--- config.mk ---
export PLATFORM = sky130hd
export DESIGN_NAME = core_seq_ctrl
export DESIGN_NICKNAME = d
export VERILOG_FILES = /design/src/rtl/core_seq_ctrl.sv
export SDC_FILE = /design/constraint.sdc
export NUM_CORES = 1
export LEC_CHECK = 0
export BUFFER_PORTS_ARGS = -buffer_cell sky130_fd_sc_hd__buf_2
export CAP_MARGIN = 5
export CORE_MARGIN = 3
export CORE_UTILIZATION = 45
export CTS_CLUSTER_DIAMETER = 60
export CTS_CLUSTER_SIZE = 20
export DETAILED_ROUTE_END_ITERATION = 6
export PLACE_DENSITY_LB_ADDON = 0.2
export SYNTH_ARGS = -nofsm -noshare
export SYNTH_HDL_FRONTEND = slang
export SYNTH_SLANG_ARGS = --single-unit
export TNS_END_PERCENT = 50
--- constraint.sdc ---
create_clock -name clk -period 2 [get_ports clk]
set_input_delay 0.2 -clock clk [delete_from_list [all_inputs] [get_ports clk]]
set_output_delay 0.2 -clock clk [all_outputs]
set_load 0.005 [all_outputs]
--- src/rtl/core_seq_ctrl.sv ---
`default_nettype none
// ============================================================================
// Module : core_seq_ctrl
// Multi-cycle IF/ID/EX/MEM/WB sequencer for an RV32I core, with illegal-opcode
// and memory-timeout traps.
// Rev    : 1.0
// ============================================================================
module core_seq_ctrl #(
    parameter int TIMEOUT_CYC = 16,
    parameter int CNT_WIDTH   = 32
) (
    input  logic                 clk,
    input  logic                 rst_n,
    input  logic                 en,
    input  logic [6:0]           opcode,
    input  logic                 br_taken,
    output logic                 imem_req,
    input  logic                 imem_valid,
    output logic                 ir_we,
    output logic [2:0]           imm_sel,
    output logic                 dmem_req,
    output logic                 dmem_we,
    input  logic                 dmem_ack,
    output logic                 rf_we,
    output logic [1:0]           wb_sel,
    output logic                 pc_we,
    output logic                 pc_sel,
    output logic                 retire,
    output logic [CNT_WIDTH-1:0] retire_cnt,
    output logic                 trap,
    output logic [1:0]           trap_cause,
    input  logic                 trap_clr
);

    typedef enum logic [2:0] {
        S_IDLE = 3'd0, S_IF = 3'd1, S_ID = 3'd2, S_EX = 3'd3,
        S_MEM  = 3'd4, S_WB = 3'd5, S_TRAP = 3'd6
    } state_t;

    typedef enum logic [2:0] {
        K_ALU = 3'd0, K_JUMP = 3'd1, K_LOAD = 3'd2,
        K_STORE = 3'd3, K_BRANCH = 3'd4, K_FENCE = 3'd5
    } kind_t;

    localparam logic [7:0] TMO_LIMIT  = 8'(TIMEOUT_CYC);
    localparam logic [1:0] CAUSE_ILL  = 2'd1;
    localparam logic [1:0] CAUSE_IMEM = 2'd2;
    localparam logic [1:0] CAUSE_DMEM = 2'd3;

    state_t                 state_q, state_d;
    kind_t                  kind_q, kind_d, dec_kind;
    logic [2:0]             imm_q, imm_d, dec_imm;
    logic                   dec_legal;
    logic [7:0]             tmo_q, tmo_d, tmo_inc;
    logic [1:0]             cause_q, cause_d;
    logic [CNT_WIDTH-1:0]   cnt_q, cnt_d;

    always_comb begin
        dec_legal = 1'b1;
        dec_kind  = K_ALU;
        dec_imm   = 3'd0;
        case (opcode)
            7'b0000011: begin dec_kind = K_LOAD;   dec_imm = 3'd1; end
            7'b0010011: begin dec_kind = K_ALU;    dec_imm = 3'd1; end
            7'b1100111: begin dec_kind = K_JUMP;   dec_imm = 3'd1; end
            7'b0100011: begin dec_kind = K_STORE;  dec_imm = 3'd2; end
            7'b1100011: begin dec_kind = K_BRANCH; dec_imm = 3'd3; end
            7'b0110111,
            7'b0010111: begin dec_kind = K_ALU;    dec_imm = 3'd4; end
            7'b1101111: begin dec_kind = K_JUMP;   dec_imm = 3'd5; end
            7'b0110011: begin dec_kind = K_ALU;    dec_imm = 3'd0; end
            7'b0001111: begin dec_kind = K_FENCE;  dec_imm = 3'd0; end
            default:    dec_legal = 1'b0;
        endcase
    end

    assign tmo_inc = tmo_q + 8'd1;

    always_comb begin
        state_d  = state_q;
        kind_d   = kind_q;
        imm_d    = imm_q;
        tmo_d    = '0;
        cause_d  = cause_q;
        cnt_d    = cnt_q;
        imem_req = 1'b0;
        ir_we    = 1'b0;
        dmem_req = 1'b0;
        dmem_we  = 1'b0;
        rf_we    = 1'b0;
        wb_sel   = 2'd0;
        pc_we    = 1'b0;
        pc_sel   = 1'b0;
        retire   = 1'b0;
        trap     = 1'b0;
        case (state_q)
            S_IDLE: if (en) state_d = S_IF;
            S_IF: begin
                imem_req = 1'b1;
                if (imem_valid) begin
                    ir_we   = 1'b1;
                    state_d = S_ID;
                end else if (tmo_inc == TMO_LIMIT) begin
                    state_d = S_TRAP;
                    cause_d = CAUSE_IMEM;
                end else begin
                    tmo_d = tmo_inc;
                end
            end
            S_ID: begin
                if (dec_legal) begin
                    kind_d  = dec_kind;
                    imm_d   = dec_imm;
                    state_d = S_EX;
                end else begin
                    state_d = S_TRAP;
                    cause_d = CAUSE_ILL;
                end
            end
            S_EX: begin
                case (kind_q)
                    K_BRANCH: begin pc_we = 1'b1; pc_sel = br_taken; retire = 1'b1; end
                    K_FENCE:  begin pc_we = 1'b1; retire = 1'b1; end
                    K_LOAD, K_STORE: state_d = S_MEM;
                    default:  state_d = S_WB;
                endcase
            end
            S_MEM: begin
                dmem_req = 1'b1;
                dmem_we  = (kind_q == K_STORE);
                // An ack on the final counted cycle takes priority over the timeout.
                if (dmem_ack) begin
                    if (kind_q == K_STORE) begin
                        pc_we  = 1'b1;
                        retire = 1'b1;
                    end else begin
                        state_d = S_WB;
                    end
                end else if (tmo_inc == TMO_LIMIT) begin
                    state_d = S_TRAP;
                    cause_d = CAUSE_DMEM;
                end else begin
                    tmo_d = tmo_inc;
                end
            end
            S_WB: begin
                rf_we  = 1'b1;
                pc_we  = 1'b1;
                retire = 1'b1;
                pc_sel = (kind_q == K_JUMP);
                if (kind_q == K_LOAD)      wb_sel = 2'd1;
                else if (kind_q == K_JUMP) wb_sel = 2'd2;
            end
            S_TRAP: begin
                trap = 1'b1;
                if (trap_clr) begin
                    state_d = S_IDLE;
                    cause_d = 2'd0;
                end
            end
            default: state_d = S_IDLE;
        endcase
        // Instruction boundary: en decides whether to fetch again or park.
        if (retire) begin
            cnt_d   = cnt_q + 1'b1;
            state_d = en ? S_IF : S_IDLE;
        end
    end

    assign imm_sel    = (state_q == S_EX || state_q == S_MEM || state_q == S_WB) ? imm_q : 3'd0;
    assign retire_cnt = cnt_q;
    assign trap_cause = cause_q;

    always_ff @(posedge clk or negedge rst_n) begin
        if (!rst_n) begin
            state_q <= S_IDLE;
            kind_q  <= K_ALU;
            imm_q   <= 3'd0;
            tmo_q   <= '0;
            cause_q <= 2'd0;
            cnt_q   <= '0;
        end else begin
            state_q <= state_d;
            kind_q  <= kind_d;
            imm_q   <= imm_d;
            tmo_q   <= tmo_d;
            cause_q <= cause_d;
            cnt_q   <= cnt_d;
        end
    end

endmodule
`default_nettype wire

==> impl_metrics.ini <==
[detailed_routing]
via_per_inst = 5.46
vias = 2445
drc = 0
drt-wirelength-per-cell_um = 14.1
wirelength_um = 6340
ant_nets = 0
drtIter0Drc = 104
drtPass1Iterations = 5

[timing]
max_slew.worst_pin.slew_ps = 517
fin_crit_ps = 1950
skew_ps = 7.74
slew_viol_final = 0
post-route-period-util = 0.977
setup_viol = 0
fmax_mhz = 512
holdWs_ps = 148
hold_viol_final = 0
slew_headroom = 0.655

[final_layout]
fill_cells = 546
fin_area_um2 = 3490
drive_gt1_frac = 0.290
finalNonFillerCells = 448
diodes = 0
multi_input_area_um2 = 1480
seq_area_um2 = 1280
final_nets = 389
syn_to_final_growth_pct = 25.2

[die]
die_area_um2 = 7170
die_x_um = 84.7
rows = 28
start_util = 0.467
core-area_um2 = 5960
die_h_um = 84.7
io_pins = 62

[global_routing]
grt_pass1_wl_um = 10600
antenna_found_initial = 0
overflow = 0
grt_usage = 0.181
grt_max_degree = 32
grt_pass1_vias = 2232

[placed_design]
port_buffers = 61
gp_congestion = 0.837
dp.cells = 435
dp_hpwl_um = 4720
place_area_um2 = 3290

[run_status]
outcome = completed

[setup_path]
end_kind = output port
crit_required_ps = 1800
arrival_ps = 1750
crit_fanout = 6
slowest_delay_ps = 440
cp_slowest_cell = dfrtp_1
crit_type = register to output port
path_cells = nor4bb_2, o21a_2, or2_4, buf_4, buf_2
start_kind = register

[synth]
seq_area_frac_synth = 0.458
ys.flop_type = dfrtp_1
synth_area_leaders = dfrtp_1, xnor2_1, xor2_1
syn_area_um2 = 2780
synth_cell_types = 55
synth.most_common_cell = dfrtp_1
yosysWarnings = 0
yosysTopAreaCell = dfrtp_1
postSynthCellCount = 288
synth_commonest_cells = dfrtp_1, nand2_1, nor2_1, xnor2_1, nand3_1
async_reset_ff_frac = 1.00
synthesis.nets = 305
avgSynthCellArea_um2 = 9.67
synth_top_area_frac = 0.458
ys_ff_latch = 51
synth-edff-count = 0

[power_and_ir_drop]
p_sw_mw = 1.06
switching_share = 0.346
intPower_mw = 2.01
p_per_area_nw_per_um2 = 882
seqPwrFrac = 0.406
p_leak_nw = 1.72
clockPowerShare = 0.245
peakVddDrop_mv = 0.571
power_frac_comb = 0.350

[clock_tree]
htree_num_levels = 2
clock_sinks = 51
root_buffer = clkbuf_8
cts-buffers-inserted = 5
clockBufferDepth = 2
clk_pin_slew_ps = 90
cts_tree = built
clk-insertion-delay-late_ps = 310

[min_path]
hp-class = input port to register

[run]
drv_cap = 0
worst max-delay path: cells and delay by family (launching register included):
| family | cells | cell delay, ps |
|---|---|---|
| flops | 1 | 440 |
| buf+inv | 2 | 280 |
| compound gates | 1 | 260 |
| simple gates | 2 | 460 |
metrics by stage:
step	utilization	TNS (ps)	power [mW]	setup WS, ps
after floorplan	-	0	1.87	222
after global placement	0.553	0	2.25	128
after detailed placement	0.553	0	2.26	122
after CTS	0.575	0	3.02	5.30
after global routing	0.585	-29.0	3.27	-15.1
final	0.585	0	3.07	46.4
power by group through the flow:
stage          Sequential (mW)  Combinational (mW)  Clock [mW]
2_1_floorplan             1.26               0.607           0
5_1_grt                   1.27                1.19       0.817
3_5_place_dp              1.26               0.995           0
4_1_cts                   1.24                1.01       0.766
6_report                  1.25                1.07       0.752
3_3_place_gp              1.26               0.989           0
flip-flops by register name, summed over array words and instances (netlist names):
name        count
imm_q           3
kind_q          3
retire_cnt     32
state_q         3
tmo_q           8
trap_cause      2
layout make-up:
cell class,instances,area share
repair buffers,84,0.142
multi-input cells,223,0.424
clock inverters,3,0.0136
well taps,75,0.0269
inverters,7,0.00754
flip-flops and latches,51,0.366
clock buffers,5,0.0197
final timing paths:
path / startpoint / cells after the start / end / slack, ps
setup / recovery: state_q[1] / 5 / retire / 50
hold / removal: opcode[6] / 2 / kind_q[1] / 150
setup reg to reg: tmo_q[1] / 8 / state_q[2] / 150
hold reg to reg: imm_q[2] / 2 / imm_q[2] / 470
max in group asynchronous: rst_n / 3 / state_q[1] / 1080
min in group asynchronous: rst_n / 2 / retire_cnt[19] / 380
per-layer routing:
layer,up-vias,share of wire,GRT usage
li1,1204,-,-
met2,75,0.47,0.287
met5,-,0,0
met4,0,0.010,0.0532
met3,9,0.055,0.0363
met1,1157,0.47,0.253
kinds of logic (layout without fill, tap and decap cells):
group | Yosys count | in the layout | synth area share
AND/OR/NAND/NOR | 141 | 141 | 0.277
flip-flops | 51 | 51 | 0.458
AO/OA/AOI/OAI | 40 | 40 | 0.105
XOR/XNOR | 38 | 38 | 0.120
buffers and inverters | 14 | 99 | 0.0225
adder cells (fa/ha/maj) | 3 | 3 | 0.0135
multiplexers | 1 | 1 | 0.00404
layout by cell type (no fill, tap or decap), types with 2 or more instances in the layout:
cell type,n
nor2_1,25
nor3_4,2
nor3b_1,2
buf_2,61
and3_1,11
nor3_2,2
a21o_1,2
nand4_1,12
xnor2_1,26
o21ai_0,7
nand3_1,15
inv_1,6
a31oi_1,2
nand2b_1,2
xor2_1,12
nor3_1,13
a211oi_1,4
ha_1,2
clkbuf_8,5
nand2_1,27
dfrtp_1,51
nor4_1,2
a32o_1,2
a21oi_1,5
nor2b_1,5
o31ai_1,3
buf_4,20
and2_1,8
or3_1,2
timing repair:
action / CTS / global route
resized for setup: 1 / 9
endpoints found under the hold margin: 20 / 0
pin swaps: 0 / 3
setup buffers: 0 / 4
endpoints found under the setup margin: 2 / 17
hold buffers: 1 / 0
Note: power is estimated with default switching activity, not from simulation.
